## src/rtl/hoaa_pkg.sv

```systemverilog
// Shared constants and the bit-serial HOAA reference function for the
// hybrid OR-approximate adder.
package hoaa_pkg;

  localparam logic MODE_EXACT  = 1'b0;
  localparam logic MODE_APPROX = 1'b1;

  // Widest operand the reference function handles.
  localparam int HOAA_MAX_W = 64;

  // Result is {cout, sum}: sum in bits [width-1:0], carry out at bit width,
  // all bits above width are zero. Bits below approx_bits use the OR cell.
  function automatic logic [HOAA_MAX_W:0] hoaa_ref(
    input logic [HOAA_MAX_W-1:0] a,
    input logic [HOAA_MAX_W-1:0] b,
    input logic                  cin,
    input int                    width,
    input int                    approx_bits
  );
    logic [HOAA_MAX_W:0]   r;
    logic [HOAA_MAX_W-1:0] aa;
    logic [HOAA_MAX_W-1:0] bb;
    logic                  c;
    logic                  s;
    r  = '0;
    aa = a;
    bb = b;
    c  = cin;
    for (int i = 0; i < HOAA_MAX_W; i++) begin
      if (i < width) begin
        if (i < approx_bits) begin
          s = aa[0] | ~(bb[0] ^ c);
          c = bb[0] | c;
        end else begin
          s = aa[0] ^ bb[0] ^ c;
          c = (aa[0] & bb[0]) | (c & (aa[0] ^ bb[0]));
        end
        r = r | ({{HOAA_MAX_W{1'b0}}, s} << i);
      end
      aa = aa >> 1;
      bb = bb >> 1;
    end
    r = r | ({{HOAA_MAX_W{1'b0}}, c} << width);
    return r;
  endfunction

endpackage

```

## src/rtl/hoaa_adder_pipe_comb.sv

```systemverilog
// Combinational HOAA / exact adder with a parallel exact reference and
// mismatch flag.
module hoaa_comb
  import hoaa_pkg::*;
#(
  parameter int WIDTH       = 16,
  parameter int APPROX_BITS = 4
) (
  input  logic [WIDTH-1:0] a_i,
  input  logic [WIDTH-1:0] b_i,
  input  logic             cin_i,
  input  logic             approx_en_i,
  output logic [WIDTH-1:0] sum_o,
  output logic             cout_o,
  output logic             mismatch_o
);

  localparam int RW = WIDTH + 1;

  logic [WIDTH:0] apx;
  logic [WIDTH:0] exa;

  always_comb begin
    apx = RW'(hoaa_ref(HOAA_MAX_W'(a_i), HOAA_MAX_W'(b_i), cin_i, WIDTH, APPROX_BITS));
    exa = {1'b0, a_i} + {1'b0, b_i} + {{WIDTH{1'b0}}, cin_i};
    if (approx_en_i == MODE_APPROX) begin
      {cout_o, sum_o} = apx;
      mismatch_o      = (apx != exa);
    end else begin
      {cout_o, sum_o} = exa;
      mismatch_o      = 1'b0;
    end
  end

endmodule

```

## src/rtl/hoaa_adder_pipe.sv

```systemverilog
// Stallable STAGES-deep pipeline around the HOAA adder, with a saturating
// counter of mismatching results accepted downstream.
module hoaa_adder_pipe
  import hoaa_pkg::*;
#(
  parameter int WIDTH       = 16,
  parameter int APPROX_BITS = 4,
  parameter int STAGES      = 2,
  parameter int CNT_W       = 16
) (
  input  logic             clk,
  input  logic             rst_n,
  input  logic             in_valid,
  output logic             in_ready,
  input  logic [WIDTH-1:0] a,
  input  logic [WIDTH-1:0] b,
  input  logic             cin,
  input  logic             approx_en,
  output logic             out_valid,
  input  logic             out_ready,
  output logic [WIDTH-1:0] sum,
  output logic             cout,
  output logic             mismatch,
  input  logic             err_clr,
  output logic [CNT_W-1:0] err_cnt
);

  localparam logic [CNT_W-1:0] CNT_MAX = '1;

  logic             en;
  logic [WIDTH-1:0] sum_d;
  logic             cout_d;
  logic             mm_d;

  logic [STAGES-1:0] vld_q;
  logic [WIDTH-1:0]  sum_q [STAGES];
  logic [STAGES-1:0] cout_q;
  logic [STAGES-1:0] mm_q;

  logic [CNT_W-1:0] err_cnt_q;
  logic [CNT_W-1:0] err_cnt_d;

  // One global advance: the whole pipe moves or the whole pipe holds.
  assign en       = out_ready | ~out_valid;
  assign in_ready = en;

  hoaa_comb #(
    .WIDTH      (WIDTH),
    .APPROX_BITS(APPROX_BITS)
  ) u_comb (
    .a_i        (a),
    .b_i        (b),
    .cin_i      (cin),
    .approx_en_i(approx_en),
    .sum_o      (sum_d),
    .cout_o     (cout_d),
    .mismatch_o (mm_d)
  );

  always_ff @(posedge clk or negedge rst_n) begin
    if (!rst_n) begin
      vld_q  <= '0;
      cout_q <= '0;
      mm_q   <= '0;
      for (int s = 0; s < STAGES; s++) sum_q[s] <= '0;
    end else if (en) begin
      vld_q[0]  <= in_valid & in_ready;
      sum_q[0]  <= sum_d;
      cout_q[0] <= cout_d;
      mm_q[0]   <= mm_d;
      for (int s = 1; s < STAGES; s++) begin
        vld_q[s]  <= vld_q[s-1];
        sum_q[s]  <= sum_q[s-1];
        cout_q[s] <= cout_q[s-1];
        mm_q[s]   <= mm_q[s-1];
      end
    end
  end

  assign out_valid = vld_q[STAGES-1];
  assign sum       = sum_q[STAGES-1];
  assign cout      = cout_q[STAGES-1];
  assign mismatch  = mm_q[STAGES-1];

  // Clear has priority over a same-cycle increment.
  always_comb begin
    err_cnt_d = err_cnt_q;
    if (err_clr) begin
      err_cnt_d = '0;
    end else if (out_valid && out_ready && mismatch && (err_cnt_q != CNT_MAX)) begin
      err_cnt_d = err_cnt_q + CNT_W'(1);
    end
  end

  always_ff @(posedge clk or negedge rst_n) begin
    if (!rst_n) err_cnt_q <= '0;
    else        err_cnt_q <= err_cnt_d;
  end

  assign err_cnt = err_cnt_q;

endmodule

```

## config.mk

```make
export PLATFORM = sky130hd
export DESIGN_NAME = hoaa_adder_pipe
export DESIGN_NICKNAME = d
export VERILOG_FILES = /design/src/rtl/hoaa_pkg.sv /design/src/rtl/hoaa_adder_pipe_comb.sv /design/src/rtl/hoaa_adder_pipe.sv
export SDC_FILE = /design/constraint.sdc
export NUM_CORES = 1
export LEC_CHECK = 0
export CAP_MARGIN = 10
export CORE_ASPECT_RATIO = 2
export CORE_UTILIZATION = 50
export CTS_CLUSTER_SIZE = 30
export DETAILED_ROUTE_END_ITERATION = 12
export PLACE_DENSITY_LB_ADDON = 0.2
export SYNTH_ARGS = -nofsm -noshare
export SYNTH_HDL_FRONTEND = slang
export SYNTH_HIERARCHICAL = 1
export SYNTH_SLANG_ARGS = --single-unit
```

## constraint.sdc

```tcl
create_clock -name clk -period 2.6 [get_ports clk]
set_clock_uncertainty 0.2 [all_clocks]
set_input_delay 0.52 -clock clk [delete_from_list [all_inputs] [get_ports clk]]
set_output_delay 0.52 -clock clk [all_outputs]
set_load 0.1 [all_outputs]
```

* Yosys cells after proc, flatten, opt, wreduce, memory -nomap -nowiden
Index checks and enable logic that the tools add are counted.
** Word-level totals
- Bits of input ports :: 39
- Memories :: 0
- Memory bits (writable) :: 0
- Output and inout bits :: 36
- Latch bits :: 0
- Register bits :: 54
- Bits in read-only memories :: 0
** Operators by class
- Divide/modulo/power cells :: 0
- $mul :: 0
- Shifts and indexed selects :: 0
- Bitwise operators :: 95
- $add $sub $neg :: 3
- Muxes and demuxes :: 5
- Reduce and logical (&&, ||, !) cells :: 4
- Magnitude comparators :: 0
- Equal/unequal tests :: 2
** Operators by type and width (number)
- two-way mux 16 bit :: 3
- XOR 1 bit :: 28
- AND 1 bit :: 25
- bitwise OR 1 bit :: 21
- adder 16 x 16 -> 17 bit :: 1
- adder 17 x 1 -> 17 bit :: 1
- inequality test 17 bit :: 1
- bitwise OR 17 x 10 -> 17 bit :: 1
- bitwise OR 17 x 11 -> 17 bit :: 1
- bitwise OR 17 x 12 -> 17 bit :: 1
- bitwise OR 17 x 13 -> 17 bit :: 1
- bitwise OR 17 x 14 -> 17 bit :: 1
- bitwise OR 17 x 15 -> 17 bit :: 1
- bitwise OR 17 x 16 -> 17 bit :: 1
- bitwise OR 17 bit :: 1
- bitwise OR 17 x 4 -> 17 bit :: 1
- bitwise OR 17 x 5 -> 17 bit :: 1
- bitwise OR 17 x 6 -> 17 bit :: 1
- bitwise OR 17 x 7 -> 17 bit :: 1
- bitwise OR 17 x 8 -> 17 bit :: 1
- bitwise OR 17 x 9 -> 17 bit :: 1
- adder 16 x 1 -> 16 bit (second input constant) :: 1
- inequality test 16 bit (second input constant) :: 1
- inverter 1 bit :: 5
- 5 further kinds :: 8

* Longest topological paths before layout
- Word-level depth :: 31
- Gate-level depth with buffers :: 24
- Mapped depth without buffers :: 24

* Cells and area by module
The synthesis kept the hierarchy.
** Modules (own cells, without submodules)
- hoaa_adder_pipe :: cells each 196, sequential area each 1351.3 um^2, area an instance 2418.6 um^2, instances 1
- hoaa_comb :: cells each 224, sequential area each 0.0 um^2, area an instance 1815.5 um^2, instances 1

* Worst setup path before layout
Ideal clock, no wire load.
- Path type :: input to register
- Start point :: input b[0]
- End point :: register mm_q[0]
- Library setup time :: 125 ps
- Cell stages on the path :: 24
- Arrival time :: 7103 ps
- Setup slack :: -4828 ps
- Path through :: inv_1 > ha_1 > ha_1 > ha_1 > ha_1 > fa_1 > fa_1 > fa_1 > fa_1 > fa_1 > fa_1 > fa_1 > fa_1 > fa_1 > fa_1 > fa_1 > fa_1 > nand2_1 > o21ai_0 > nor4b_1 > o2111ai_1 > nor4_1 > a41oi_1 > mux2_2
** Between the ends
- Word-level cells in the longest chain between the ends :: 31
- Elaborated cells on any way between the ends :: 72
- Classes of those cells :: 2 x add/sub; 1 x eq/ne; 1 x mux; 68 x bitwise
** RTL lines
- start, declared :: line hoaa_adder_pipe.sv:16 : input logic [WIDTH-1:0] b,
- bitwise OR 1 bit (4 in a row) :: line hoaa_pkg.sv:33 : c = bb[0] | c;
- AND 1 bit :: line hoaa_pkg.sv:36 : c = (aa[0] & bb[0]) | (c & (aa[0] ^ bb[0]));
- bitwise OR 1 bit :: line hoaa_pkg.sv:36
- AND 1 bit :: line hoaa_pkg.sv:36
- bitwise OR 1 bit :: line hoaa_pkg.sv:36
- AND 1 bit :: line hoaa_pkg.sv:36
- bitwise OR 1 bit :: line hoaa_pkg.sv:36
- AND 1 bit :: line hoaa_pkg.sv:36
- [13 not listed]
- AND 1 bit :: line hoaa_pkg.sv:36
- bitwise OR 1 bit :: line hoaa_pkg.sv:36
- XOR 1 bit / AND 1 bit (equally long branches) :: line hoaa_pkg.sv:35, hoaa_pkg.sv:36
- bitwise OR 17 x 16 -> 17 bit / bitwise OR 1 bit (equally long branches) :: line hoaa_pkg.sv:38, hoaa_pkg.sv:36
- bitwise OR 17 bit :: line hoaa_pkg.sv:43 : r = r | ({{HOAA_MAX_W{1'b0}}, c} << width);
- inequality test 17 bit (*) :: line hoaa_adder_pipe_comb.sv:28 : mismatch_o = (apx != exa);
- two-way mux 1 bit (*) :: line hoaa_adder_pipe_comb.sv:26 : if (approx_en_i == MODE_APPROX) begin
- named net mm_d :: line hoaa_adder_pipe.sv:33 : logic mm_d;
- end signal, assigned :: line hoaa_adder_pipe.sv:70 : mm_q[0] <= mm_d;
- end signal, assigned by index :: line hoaa_adder_pipe.sv:75 : mm_q[s] <= mm_q[s-1];
- end, declared :: line hoaa_adder_pipe.sv:38 : logic [STAGES-1:0] mm_q;
The timed path passes the listed nets; every way through them passes the cells marked *.
A chain may end at the register's enable or synchronous reset.

* Final worst setup path
Ends and elaborated chain as after synthesis.

==> key figures <==
Clocking
  – Clock transition at path regs: 0.07 ns
  – Clk_lat worst skew: between 0.2 and 0.3 ns
  – Clock Tree Root: clkbuf_16
  – CTS tree: yes
  – Sink Count: 54
  – Maximum root-to-sink buffer count: 2
  – CTS Buf Count: 5
  – CTS H-tree lvls: 2

Layout
  – Fin area: 0.00592 mm²
  – Final nets: 635
  – Ant. Diodes: 0
  – Commonest non-fill, non-tap cell in the layout: buf_4
  – Post-layout util: 72.0%
  – Area Growth Syn to Fin: 39.9%
  – Share of cells above drive strength 1: 41.6%
  – Most frequent cells in the layout: buf_4 (120), dfrtp_1 (46), inv_1 (32), clkdlybuf4s50_1 (32), mux2_2 (31)
  – Non-filler cells, final: 661

Timing
  – Slew @ Worst Pin: 0.605 ns
  – Period utilization: 259%
  – RSZ-0062 raised after global routing: yes
  – Final min period: 6.74 ns
  – Max-slew violations: 0
  – Final hold slack: 0.00446 ns
  – Final setup violation count: 13
  – PnR worst setup slack: -4.14 ns
  – Relative slew slack: between 50% and 60%
  – Setup TNS: -26.51 ns
  – Final hold violation count: 0
  – Max Clock Freq: 0.148 GHz

Setup path
  – Startpoint Class: primary input
  – CP Capture Type: flip-flop
  – Worst-path fanout max: 2
  – CP Class: primary input to flip-flop
  – R2r startpoint: err_cnt[2]
  – Worst path arrival time: 6.72 ns
  – Setup crit start: b[0]
  – Worst EP required: about 2.6 ns

Placed design
  – Pre-CTS WS: -5.08 ns
  – Dpl cells: 650
  – Placed cell area: between 0.005 and 0.006 mm²
  – Input/output buffers: 74
  – Post-DP HPWL: 8970 µm
  – Final GP Congestion: 0.893

GRT
  – GR Util All Layers: between 20% and 30%
  – GR Overflow Total: 0
  – Pin count of the biggest net entering global routing: 39
  – First-pass GRT wire length: 17200 µm
  – Initial antenna violation count: 0
  – Number of global-route vias before repair: ~3800

Detailed routing
  – Via count: 3666
  – Routed len/inst: 16.2 µm
  – DRT antenna net count: 0
  – Via-to-Cell Ratio: approximately 5.5
  – DR pass1 iterations: 4
  – DRC Markers: 0
  – 1st-iter DRT viols: 97
  – Routed wire length: 10700 µm

Worst hold path
  – Hold crit path type: primary input to asynchronous set/reset pin

Die
  – Starting Density: 51.4%
  – Width of the die: 67.1 µm
  – Num ports: 75
  – Core area: 0.00823 mm²
  – Row Count: 47
  – Die ar.: 0.00886 mm²
  – Die height: 132 µm

Logic synthesis
  – Synthesized flop and latch total: 54
  – Post-synth cell types: between 60 and 70
  – Post-synth top flop: dfrtp_1
  – Mean area per synthesized cell: 10.1 µm²
  – Syn Nets: 493
  – Sequential-to-total area share from yosys stat: 31.9%
  – Post-synth EDFFs: 0
  – Post-Syn Area: 0.00423 mm²
  – Post-Synthesis Cells: between 400 and 500
  – Ys async rst share: 100%
  – Synthesis warning total: 6

Run
  – Max_cap viols: 0

Pwr
  – Pwr per Cell Area: roughly 640 mW/mm²
  – Power, Total: 3.79 mW
  – Leakage: 2.67 nW
  – Peak supply drop: between 0.3 and 0.4 mV

Outcome
  – Violated checks: negative setup slack
  – Status: complete, but fails checks
[flip-flops by register name (all words and copies together) (netlist names)]
name	cells
cout_q	2
err_cnt	16
mm_q	2
sum	16
sum_q	16
vld_q	2
[cells by family after synthesis]
family / Yosys count / share of synthesized area, %
xor gates and xnor gates: 30 / 7.51
DFF: 54 / 31.9
AOI/OAI and AO/OA: 84 / 14.1
adders and majority gates: 34 / 12.5
buffers and inverters: 69 / 7.77
muxes: 47 / 12.2
and+or+nand+nor: 102 / 13.9
[routing by layer]
metal / up-vias / track usage, % / part of all wire (%)
met5: - / 0 / 0
met4: 0 / 11.7 / 3.8
met3: 25 / 2.08 / 2.3
met2: 89 / 52.1 / 60
met1: 1781 / 23.1 / 34
li1: 1771 / - / -
[worst max-delay path, cell delays in order]
cell and delay, ns:
buf_8 0.09, inv_12 0.03, ha_4 0.15, ha_4 0.15, ha_4 0.15, ha_4 0.15
fa_2 0.33, fa_2 0.34, fa_2 0.35, fa_2 0.38, fa_2 0.36, fa_2 0.35
fa_2 0.35, fa_2 0.35, fa_2 0.35, fa_2 0.36, fa_2 0.36, fa_2 0.38
nand2_1 0.09, o21ai_1 0.08, nor4b_2 0.26, o2111ai_1 0.15, nor4_1 0.20, a41oi_1 0.15
mux2_2 0.29
[area by class of cell]
cell class | count | area, µm²
Sequential cell | 54 | 1360
Clock inverter | 2 | 17.5
Timing Repair Buffer | 166 | 1390
Clock buffer | 6 | 129
Tap cell | 98 | 123
Multi-Input combinational cell | 297 | 2740
Inverter | 38 | 166
Fill cell | 640 | 2310
[synthesized netlist by cell type, drive strengths merged, types with 13 or more instances]
library cell | count | area share (%)
a21oi | 28 | 3.6
buf | 24 | 3.8
dfrtp | 54 | 32
fa | 14 | 6.6
ha | 20 | 5.9
inv | 38 | 3.4
mux2 | 38 | 10
nand2 | 16 | 1.4
nand3 | 14 | 1.9
nor2 | 13 | 1.2
o21ai | 13 | 1.5
xnor2 | 15 | 3.1
[what timing repair did]
action,in CTS,in global routing
buffers inserted,3,3
endpoints found under the setup margin,17,14
hold buffers,0,0
pin swaps,4,2
resized for setup,42,11
[final timing paths]
kind	end	slack (ns)	depth (start not counted)
max in group asynchronous	sum_q[29]	1.62	2
setup reg to reg	err_cnt[13]	0.47	4
setup / recovery	mm_q[0]	-4.14	25
min in group clk	vld_q[1]	0.27	1
hold / removal	err_cnt[10]	0.004	1
hold reg to reg	vld_q[1]	0.27	1
[power by group]
| part | switching (mW) | internal (mW) | total [mW] |
|---|---|---|---|
| combinational | 1.25 | 0.768 | 2.02 |
| sequential | 0.0968 | 1.01 | 1.11 |
| clock | 0.302 | 0.363 | 0.665 |
| total | 1.65 | 2.14 | 3.79 |
Note: power is estimated with default switching activity, not from simulation.
